### config.mk
export PLATFORM = sky130hd
export DESIGN_NAME = seg7_scan_drv
export DESIGN_NICKNAME = d
export VERILOG_FILES = /design/src/rtl/seg7_pkg.sv /design/src/rtl/seg7_decode.sv /design/src/rtl/seg7_scan_drv.sv
export SDC_FILE = /design/constraint.sdc
export NUM_CORES = 1
export LEC_CHECK = 0
export BUFFER_PORTS_ARGS = -buffer_cell sky130_fd_sc_hd__buf_2
export CORE_ASPECT_RATIO = 0.5
export CORE_UTILIZATION = 40
export DETAILED_ROUTE_END_ITERATION = 10
export GPL_TIMING_DRIVEN = 0
export PLACE_DENSITY = 0.66
export SYNTH_ARGS = -nofsm -noshare
export SYNTH_HDL_FRONTEND = slang
export SYNTH_SLANG_ARGS = --single-unit
### constraint.sdc
create_clock -name clk_i -period 3 [get_ports clk_i]
set_input_delay 0.15 -clock clk_i [delete_from_list [all_inputs] [get_ports clk_i]]
set_output_delay 0.15 -clock clk_i [all_outputs]
set_load 0.01 [all_outputs]
### src/rtl/seg7_pkg.sv
// Shared constants for the hh:mm multiplexed 7-segment driver:
// segment patterns {g,f,e,d,c,b,a}, digit index width and defaults.
package seg7_pkg;

  localparam int unsigned IDX_W = 2;

  localparam int unsigned DEF_PRESC_W        = 4;
  localparam int unsigned DEF_BLANK_CYC      = 2;
  localparam int unsigned DEF_SEG_ACTIVE_LOW = 0;
  localparam int unsigned DEF_BLINK_FRAMES   = 64;

  localparam logic [6:0] SEG_0    = 7'b0111111;
  localparam logic [6:0] SEG_1    = 7'b0000110;
  localparam logic [6:0] SEG_2    = 7'b1011011;
  localparam logic [6:0] SEG_3    = 7'b1001111;
  localparam logic [6:0] SEG_4    = 7'b1100110;
  localparam logic [6:0] SEG_5    = 7'b1101101;
  localparam logic [6:0] SEG_6    = 7'b1111101;
  localparam logic [6:0] SEG_7    = 7'b0000111;
  localparam logic [6:0] SEG_8    = 7'b1111111;
  localparam logic [6:0] SEG_9    = 7'b1101111;
  localparam logic [6:0] SEG_DASH = 7'b1000000;

endpackage

### src/rtl/seg7_decode.sv
// Digit code to active-high segment pattern; codes 10-15 show a dash.
// Polarity is handled by the caller.
module seg7_decode
  import seg7_pkg::*;
(
  input  logic [3:0] code_i,
  output logic [6:0] seg_o
);

  always_comb begin
    seg_o = SEG_DASH;
    unique case (code_i)
      4'd0:    seg_o = SEG_0;
      4'd1:    seg_o = SEG_1;
      4'd2:    seg_o = SEG_2;
      4'd3:    seg_o = SEG_3;
      4'd4:    seg_o = SEG_4;
      4'd5:    seg_o = SEG_5;
      4'd6:    seg_o = SEG_6;
      4'd7:    seg_o = SEG_7;
      4'd8:    seg_o = SEG_8;
      4'd9:    seg_o = SEG_9;
      default: seg_o = SEG_DASH;
    endcase
  end

endmodule

### src/rtl/seg7_scan_drv.sv
// 4-digit multiplexed 7-segment scanner with per-frame input snapshot.
// Optional COLON_BLINK_EN makes the colon blink every BLINK_FRAMES frames.
module seg7_scan_drv
  import seg7_pkg::*;
#(
  parameter int unsigned PRESC_W        = DEF_PRESC_W,
  parameter int unsigned BLANK_CYC      = DEF_BLANK_CYC,
  parameter int unsigned SEG_ACTIVE_LOW = DEF_SEG_ACTIVE_LOW,
  parameter int unsigned BLINK_FRAMES   = DEF_BLINK_FRAMES
) (
  input  logic       clk_i,
  input  logic       rstn_i,
  input  logic [3:0] digit0_i,
  input  logic [3:0] digit1_i,
  input  logic [3:0] digit2_i,
  input  logic [3:0] digit3_i,
  output logic [6:0] segment_o,
  output logic [3:0] anode_o,
  output logic       colon_o,
  output logic       frame_o
);

  localparam int unsigned DWELL = 2 ** PRESC_W;
  localparam logic [PRESC_W-1:0] DRIVE_END =
    PRESC_W'(DWELL - BLANK_CYC);
  localparam logic POL = (SEG_ACTIVE_LOW != 0);

  logic [PRESC_W-1:0] presc_q, presc_d;
  logic [IDX_W-1:0]   idx_q, idx_d;
  logic [15:0]        s1_q, s2_q, snap_q, snap_d;
  logic [6:0]         seg_q, seg_d, dec_seg;
  logic [3:0]         an_q, an_d, cur_code;
  logic               colon_q, colon_d;
  logic               frame_q;
  logic               frame_start, drive, lead_zero;

  assign frame_start = (presc_q == '0) && (idx_q == '0);
  assign drive       = presc_q < DRIVE_END;
  assign presc_d     = presc_q + 1'b1;
  assign idx_d       = (presc_q == '1) ? idx_q + 1'b1 : idx_q;

  // A snapshot only loads when two consecutive samples agree.
  assign snap_d = (frame_start && (s1_q == s2_q)) ? s1_q : snap_q;

  // The new snapshot is shown from the very first cycle of its frame.
  assign cur_code  = snap_d[{idx_q, 2'b00} +: 4];
  assign lead_zero = (idx_q == 2'd3) && (cur_code == 4'd0);

  seg7_decode u_dec (
    .code_i (cur_code),
    .seg_o  (dec_seg)
  );

  always_comb begin
    seg_d = '0;
    an_d  = '0;
    if (drive) begin
      an_d = 4'(4'b0001 << idx_q);
      if (!lead_zero) seg_d = dec_seg;
    end
  end

`ifdef COLON_BLINK_EN
  logic [7:0] fcnt_q, fcnt_d;

  always_comb begin
    fcnt_d  = fcnt_q;
    colon_d = colon_q;
    if (frame_start) begin
      if (fcnt_q == 8'(BLINK_FRAMES - 1)) begin
        fcnt_d  = '0;
        colon_d = ~colon_q;
      end else begin
        fcnt_d = fcnt_q + 8'd1;
      end
    end
  end

  always_ff @(posedge clk_i or negedge rstn_i) begin
    if (!rstn_i) fcnt_q <= '0;
    else         fcnt_q <= fcnt_d;
  end
`else
  logic unused_blink;
  assign unused_blink = ^BLINK_FRAMES;
  assign colon_d      = 1'b1;
`endif

  always_ff @(posedge clk_i or negedge rstn_i) begin
    if (!rstn_i) begin
      presc_q <= '0;
      idx_q   <= '0;
      s1_q    <= '0;
      s2_q    <= '0;
      snap_q  <= '0;
      seg_q   <= '0;
      an_q    <= '0;
      colon_q <= 1'b0;
      frame_q <= 1'b0;
    end else begin
      presc_q <= presc_d;
      idx_q   <= idx_d;
      s1_q    <= {digit3_i, digit2_i, digit1_i, digit0_i};
      s2_q    <= s1_q;
      snap_q  <= snap_d;
      seg_q   <= seg_d;
      an_q    <= an_d;
      colon_q <= colon_d;
      frame_q <= frame_start;
    end
  end

  assign segment_o = seg_q ^ {7{POL}};
  assign anode_o   = an_q ^ {4{POL}};
  assign colon_o   = colon_q ^ POL;
  assign frame_o   = frame_q;

endmodule
# --- Word level (Yosys, flattened, before mapping) ---
# Memory sizes are Yosys's and may differ from the RTL's.
# Index checks and enable logic that the tools add are counted.
totals:
  reg_bits: 67
  rom_bits: 112
  wordCells: 28
  mem_count: 1
mem_list:
  columns: ["name", "words", "word_bits", "rd", "rd_clocked_by_memory_dff", "write_ports", "line_no", "source"]
  rows:
  - ["(no name shown)", 16, 7, 1, 0, 0, "seg7_decode.sv:12", "unique case (code_i)"]
classes:
  n_addsub: 2
  n_lt_le_gt_ge: 1
  n_eq_ne: 3
  n_shift: 2
  n_mux: 4
  n_reduce_logical: 6
op_table:
  columns: ["cell", "count"]
  rows:
  - ["$eq 16x16->1", 1]
  - ["$mux 16", 1]
  - ["$shiftx 16x5->4", 1]
  - ["$mux 7", 2]
  - ["$logic_not 4->1", 2]
  - ["$add 4x1->4 const B", 1]
  - ["$eq 4x4->1 const B", 1]
  - ["$lt 4x4->1 const B", 1]
  - ["$mux 4", 1]
  - ["$shl 1x2->4 const A", 1]
  - ["$logic_and 1x1->1", 3]
  - ["$add 2x1->2 const B", 1]
  - ["$eq 2x2->1 const B", 1]
  - ["$logic_not 2->1", 1]

# --- Depth between registers and ports, before layout ---
depth:
  word_depth: 9
  depth_mapped: 16

# --- Cells and area by module ---
# From an unflattened synthesis, not the netlist that was laid out.
hier_totals:
  cells_unflattened: 198
  hier_area_um2: 2854.0
by_module_without_submodules:
  columns: ["module", "instances", "cells_per_inst", "area_each_um2"]
  rows:
  - ["seg7_scan_drv", 1, 169, 2628.8]
  - ["seg7_decode", 1, 29, 225.2]

# --- Worst setup path after synthesis ---
# No wires, ideal clock.
synth_timing:
  path_kind: "flip-flop to flip-flop"
  startpoint: "reg idx_q[1]"
  endpoint: "reg seg_q[4] (netlist: segment_o[4])"
  setup_ps: 134
  t_arrival_ps: 3050
  t_required_ps: 2866
  path_slack_ps: -184
  stages_incl_launch_ff: 17
  path_buffers: 3
  path_cell_list: "dfrtp_1 > buf_2 > buf_2 > inv_1 > ha_1 > nor4bb_4 > nand2_1 > nor4_1 > nand2_1 > buf_6 > mux4_2 > mux2i_4 > inv_1 > ha_1 > and3b_1 > a221oi_1 > a311oi_1"
synth_via:
  elab_chain_cells: 9
  elab_cells_between_ends: 11
  cone_classes: "eq/ne (1); shift (1); mux (3); reduce/logical (5); memory (1)"
synth_rtl:
  columns: ["item", "line_no", "source"]
  rows:
  - ["from (decl)", "seg7_scan_drv.sv:29", "logic [IDX_W-1:0] idx_q, idx_d;"]
  - ["from (signal assigned)", "seg7_scan_drv.sv:102", "idx_q <= idx_d;"]
  - ["$logic_not 2->1 *", "seg7_scan_drv.sv:37", "assign frame_start = (presc_q == '0) && (idx_q == '0);"]
  - ["$logic_and 1x1->1 *", "seg7_scan_drv.sv:37", null]
  - ["via frame_start", "seg7_scan_drv.sv:35", "logic frame_start, drive, lead_zero;"]
  - ["$logic_and 1x1->1 *", "seg7_scan_drv.sv:43", "assign snap_d = (frame_start && (s1_q == s2_q)) ? s1_q : snap_q;"]
  - ["$mux 16 *", "seg7_scan_drv.sv:43", null]
  - ["$shiftx 16x5->4 *", "seg7_scan_drv.sv:46", "assign cur_code = snap_d[{idx_q, 2'b00} +: 4];"]
  - ["parallel branches: the longest is 2 deep, another holds $mem_v2 16x7", null, null]
  - ["$mux 7 *", "seg7_scan_drv.sv:59", "if (!lead_zero) seg_d = dec_seg;"]
  - ["$mux 7 *", "seg7_scan_drv.sv:57", "if (drive) begin"]
  - ["via seg_d[4]", "seg7_scan_drv.sv:31", "logic [6:0] seg_q, seg_d, dec_seg;"]
  - ["to (signal assigned)", "seg7_scan_drv.sv:106", "seg_q <= seg_d;"]
  - ["to (decl)", "seg7_scan_drv.sv:31", null]
# Mark *: on every way through the listed nets, which the timed path passes.
# A chain may end at the register's enable or synchronous reset.

# --- Final worst setup path ---
layout_timing:
  startpoint: "reg idx_q[0]"
  endpoint: "reg seg_q[4] (netlist: segment_o[4])"
# The elaborated chain is that of the path after synthesis.

==> out/metrics.yaml <==
run_status: "finished with violations"
failed_checks: "negative setup slack"
syn_area_per_cell_sq_um: 12.7
maximum_number_of_pins_on_one_net_before_global_route_repair: 68
critPathCaptureType: "register"
io_buffers: 30
slew_at_the_pin_closest_to_its_max_slew_limit_ns: 0.827
power_frac_comb: 0.038
post_synth_inst_count: 222
dr_total_vias: 1943
h-tree-depth: 3
share_clk_of_total_power: 0.514
power.leakage_nw: 1.92
slew_headroom: 0.449
rsz0062_at_grt: "yes"
kind_of_cell_with_the_highest_combined_delay_on_the_critical_path: "simple AND/OR/NAND/NOR gates"
grt_pass1_wl_mm: 8.77
standard_cell_area_after_detailed_placement_sq_um: 3090
share_seq_of_total_power: 0.448
synth_top_cell_by_area: "sky130_fd_sc_hd__dfrtp_1"
area_overhead_vs_synth_pct: 39.0
viasPerCell: 4.77
synth.top_cells.by_area: "sky130_fd_sc_hd__dfrtp_1 (60%), sky130_fd_sc_hd__nand2_1 (7.2%), sky130_fd_sc_hd__xnor2_1 (5.3%)"
synth-main-ff-cell: "sky130_fd_sc_hd__dfrtp_1"
r2r_setup_slack_ns: -0.04
p_per_area_nw_per_um2: 540
die_area_sq_um: 7390
die_width_um: 121
core_region_area_sq_um: 6750
finalSetupViolCount: 1
finalWeightedCongestion: 0.755
r2r_cells: 12
drt_first_iter_violations: 120
drive_above_1_share: 0.337
drc: 0
worstPathCellList: "clkinv_4 > ha_4 > nor4bb_4 > buf_4 > buf_4 > nand4_1 > and4b_1 > buf_6 > mux4_2 > and2_2 > a221oi_2 > a311oi_2"
place_worst_setup_slack_ns: -0.424
max_freq_mhz: 329
synth.yosys.seq_area_share: 0.596
synth_top_area_frac: 0.596
finalCritPeriodShare: 1.01
drt_pre_antenna_iters: 4
switching_power_w: 0.000421
ctsLongestPathBuffers: 2
yosysWarnings: 0
via_count_of_the_first_global_routing_pass: 1788
worst_path_most_repeated_cell: "sky130_fd_sc_hd__buf_4"
finalNetCount: 339
cap_viol_max_count: 0
asyncSetResetFlopFracSynth: 1.00
r2r-start: "idx_q[0]"
cp_slowest_stage_delay_ns: 0.57
internal_power_w: 0.00169
hold_violations: 0
root_buffer: "sky130_fd_sc_hd__clkbuf_16"
numCtsBuffers: 9
critPathKind: "register to register"
post_route_cell_area_sq_um: 3910
power_switching_share: 0.199
antenna_violations_before_repair: 0
required_time_of_the_critical_path_ns: 3.19
totalWireLength_mm: 5.75
post_synth_instance_area_sq_um: 2810
hold-path-endpoint: "s2_q[1]"
timing.hold.worst_path_depth: 0
critical_path_buf_inv_count: 4
ir_drop_uv: 306
wl_per_cell_um: 14.1
timing.final.ws_setup_ns: -0.0414
critical_path.max_fanout: 7
place.detailed.instances: 344
placement_rows: 21
skew_ns: 0.00612
timing.rr.end: "segment_o[4]"
globalRouteOverflowTotal: 0
tritoncts_sink_count: 67
fp.dieH_um: 61.3
synth-edff-count: 0
worst_ep_arrival_time_ns: 3.24
tritoncts: "built"
clock_transition_at_the_register_clock_pins_on_the_worst_setup_and_hold_paths_after_cts_ns: 0.05
clkLatencyLatePin_ns: 0.33
hp-class: "register to register"
synthesis.nets: 251
kind_of_start_point_of_the_critical_path: "register"
synth-seq-cells: 67
final_slew_viol_count: 0
io_pins: 31
floorplan.initialDensity: 0.417
min_period_ns: 3.04
global_route.usage.total: 0.167
critical_path.slowest_cell: "sky130_fd_sc_hd__mux4_2"
antenna-diode-count: 0
instances_no_fill: 407
number_of_nets_with_antenna_violations_after_routing: 0
hold_path.startpoint: "s1_q[1]"
yosys.cell_types.count: 38
post-dp-hpwl_mm: 3.33
timing repair:
item	in CTS	in global routing
gates cloned	0	1
gates resized for setup	23	5
setup buffers	18	13
pin swaps	9	7
endpoints found under the hold margin	83	0
hold buffers	17	0
endpoints found under the setup margin	7	7
metal layers:
| layer | wire (um) | up-vias | track usage |
|---|---|---|---|
| li1 | - | 923 | - |
| met1 | 2680 | 957 | 0.196 |
| met2 | 2630 | 54 | 0.274 |
| met3 | 323 | 9 | 0.0694 |
| met4 | 123 | 0 | 0.0811 |
| met5 | 0 | - | 0 |
area by class of cell:
cell class | instances | area (sq um)
buffer | 5 | 33.8
clock buffer | 11 | 233
clock inverter | 5 | 77.6
fill | 549 | 2840
inverter | 7 | 36.3
multi-input combinational | 142 | 1170
sequential | 67 | 1680
tap | 92 | 115
timing repair buffer | 78 | 572
state kept, by name (all words and copies together) (netlist names):
register	cells
anode_o	4
colon_o	1
frame_o	1
idx_q	2
presc_q	4
s1_q	16
s2_q	16
segment_o	7
snap_q	16
through the flow:
stage	power (W)	setup TNS, ns	hold WS (ns)	util
after floorplan	0.000986	0	-0.146	-
after global placement	0.00102	-2.21	0.257	0.457
after detailed placement	0.00103	-2.69	0.259	0.458
after CTS	0.00214	-0.00618	0.438	0.561
after global routing	0.00219	-0.615	0.451	0.579
final	0.00211	-0.0414	0.439	0.579
worst register-to-register path, stage by stage, from the launching register on:
cell,delay (ns)
sky130_fd_sc_hd__dfrtp_2,0.43
sky130_fd_sc_hd__clkinv_4,0.06
sky130_fd_sc_hd__ha_4,0.13
sky130_fd_sc_hd__nor4bb_4,0.36
sky130_fd_sc_hd__buf_4,0.17
sky130_fd_sc_hd__buf_4,0.10
sky130_fd_sc_hd__nand4_1,0.06
sky130_fd_sc_hd__and4b_1,0.27
sky130_fd_sc_hd__buf_6,0.14
sky130_fd_sc_hd__mux4_2,0.57
sky130_fd_sc_hd__and2_2,0.26
sky130_fd_sc_hd__a221oi_2,0.27
sky130_fd_sc_hd__a311oi_2,0.08
Yosys cell counts, drive strengths merged (2+ instances only):
master / number
a211oi: 3
a21oi: 2
and2: 5
buf: 5
clkbuf: 2
dfrtp: 67
ha: 11
inv: 6
mux2: 2
mux2i: 10
mux4: 6
nand2: 54
nand3: 5
nand4: 5
nor2: 2
nor2b: 2
nor3: 2
nor4: 2
xnor2: 17
xor2: 2
how the worst max path moves through the flow:
stage | start | endpoint | cells past startpoint
floorplan | idx_q[1] | segment_o[4] | 16
global placement | idx_q[1] | segment_o[4] | 16
detailed placement | idx_q[1] | segment_o[2] | 15
CTS | idx_q[1] | segment_o[4] | 15
global route | idx_q[1] | segment_o[4] | 13
finish | idx_q[0] | segment_o[4] | 12
power groups by stage:
stage	sequential (W)	combinational, W	clock [W]
2_1_floorplan	0.000958	0.0000288	0
3_3_place_gp	0.000961	0.0000630	0
5_1_grt	0.000949	0.0000920	0.00115
3_5_place_dp	0.000962	0.0000640	0
4_1_cts	0.000947	0.0000811	0.00111
6_report	0.000946	0.0000810	0.00109
cells in the final DEF, fill, tap and decap left out, types with 3 or more instances in the layout:
| master | Yosys | layout |
|---|---|---|
| sky130_fd_sc_hd__buf_6 | 2 | 3 |
| sky130_fd_sc_hd__mux2i_1 | 8 | 8 |
| sky130_fd_sc_hd__clkbuf_16 | 0 | 9 |
| sky130_fd_sc_hd__ha_4 | 0 | 3 |
| sky130_fd_sc_hd__ha_1 | 11 | 7 |
| sky130_fd_sc_hd__dfrtp_1 | 67 | 65 |
| sky130_fd_sc_hd__buf_4 | 0 | 30 |
| sky130_fd_sc_hd__clkbuf_1 | 2 | 4 |
| sky130_fd_sc_hd__nand2_1 | 54 | 54 |
| sky130_fd_sc_hd__dlygate4sd3_1 | 0 | 17 |
| sky130_fd_sc_hd__nand3_1 | 5 | 5 |
| sky130_fd_sc_hd__xnor2_1 | 17 | 17 |
| sky130_fd_sc_hd__buf_2 | 2 | 29 |
| sky130_fd_sc_hd__and2_1 | 4 | 4 |
| sky130_fd_sc_hd__mux4_2 | 5 | 5 |
| sky130_fd_sc_hd__inv_1 | 6 | 3 |
| sky130_fd_sc_hd__nand4_1 | 5 | 5 |
kinds of logic after synthesis:
group	synth area share
and+or+nand+nor	0.141
DFF	0.596
xor gates and xnor gates	0.0591
muxes	0.102
buffers and inverters	0.0249
adders and majority gates	0.0489
AOI/OAI and AO/OA	0.0267
other	0.00133
Power figures use the tool's default switching activity.
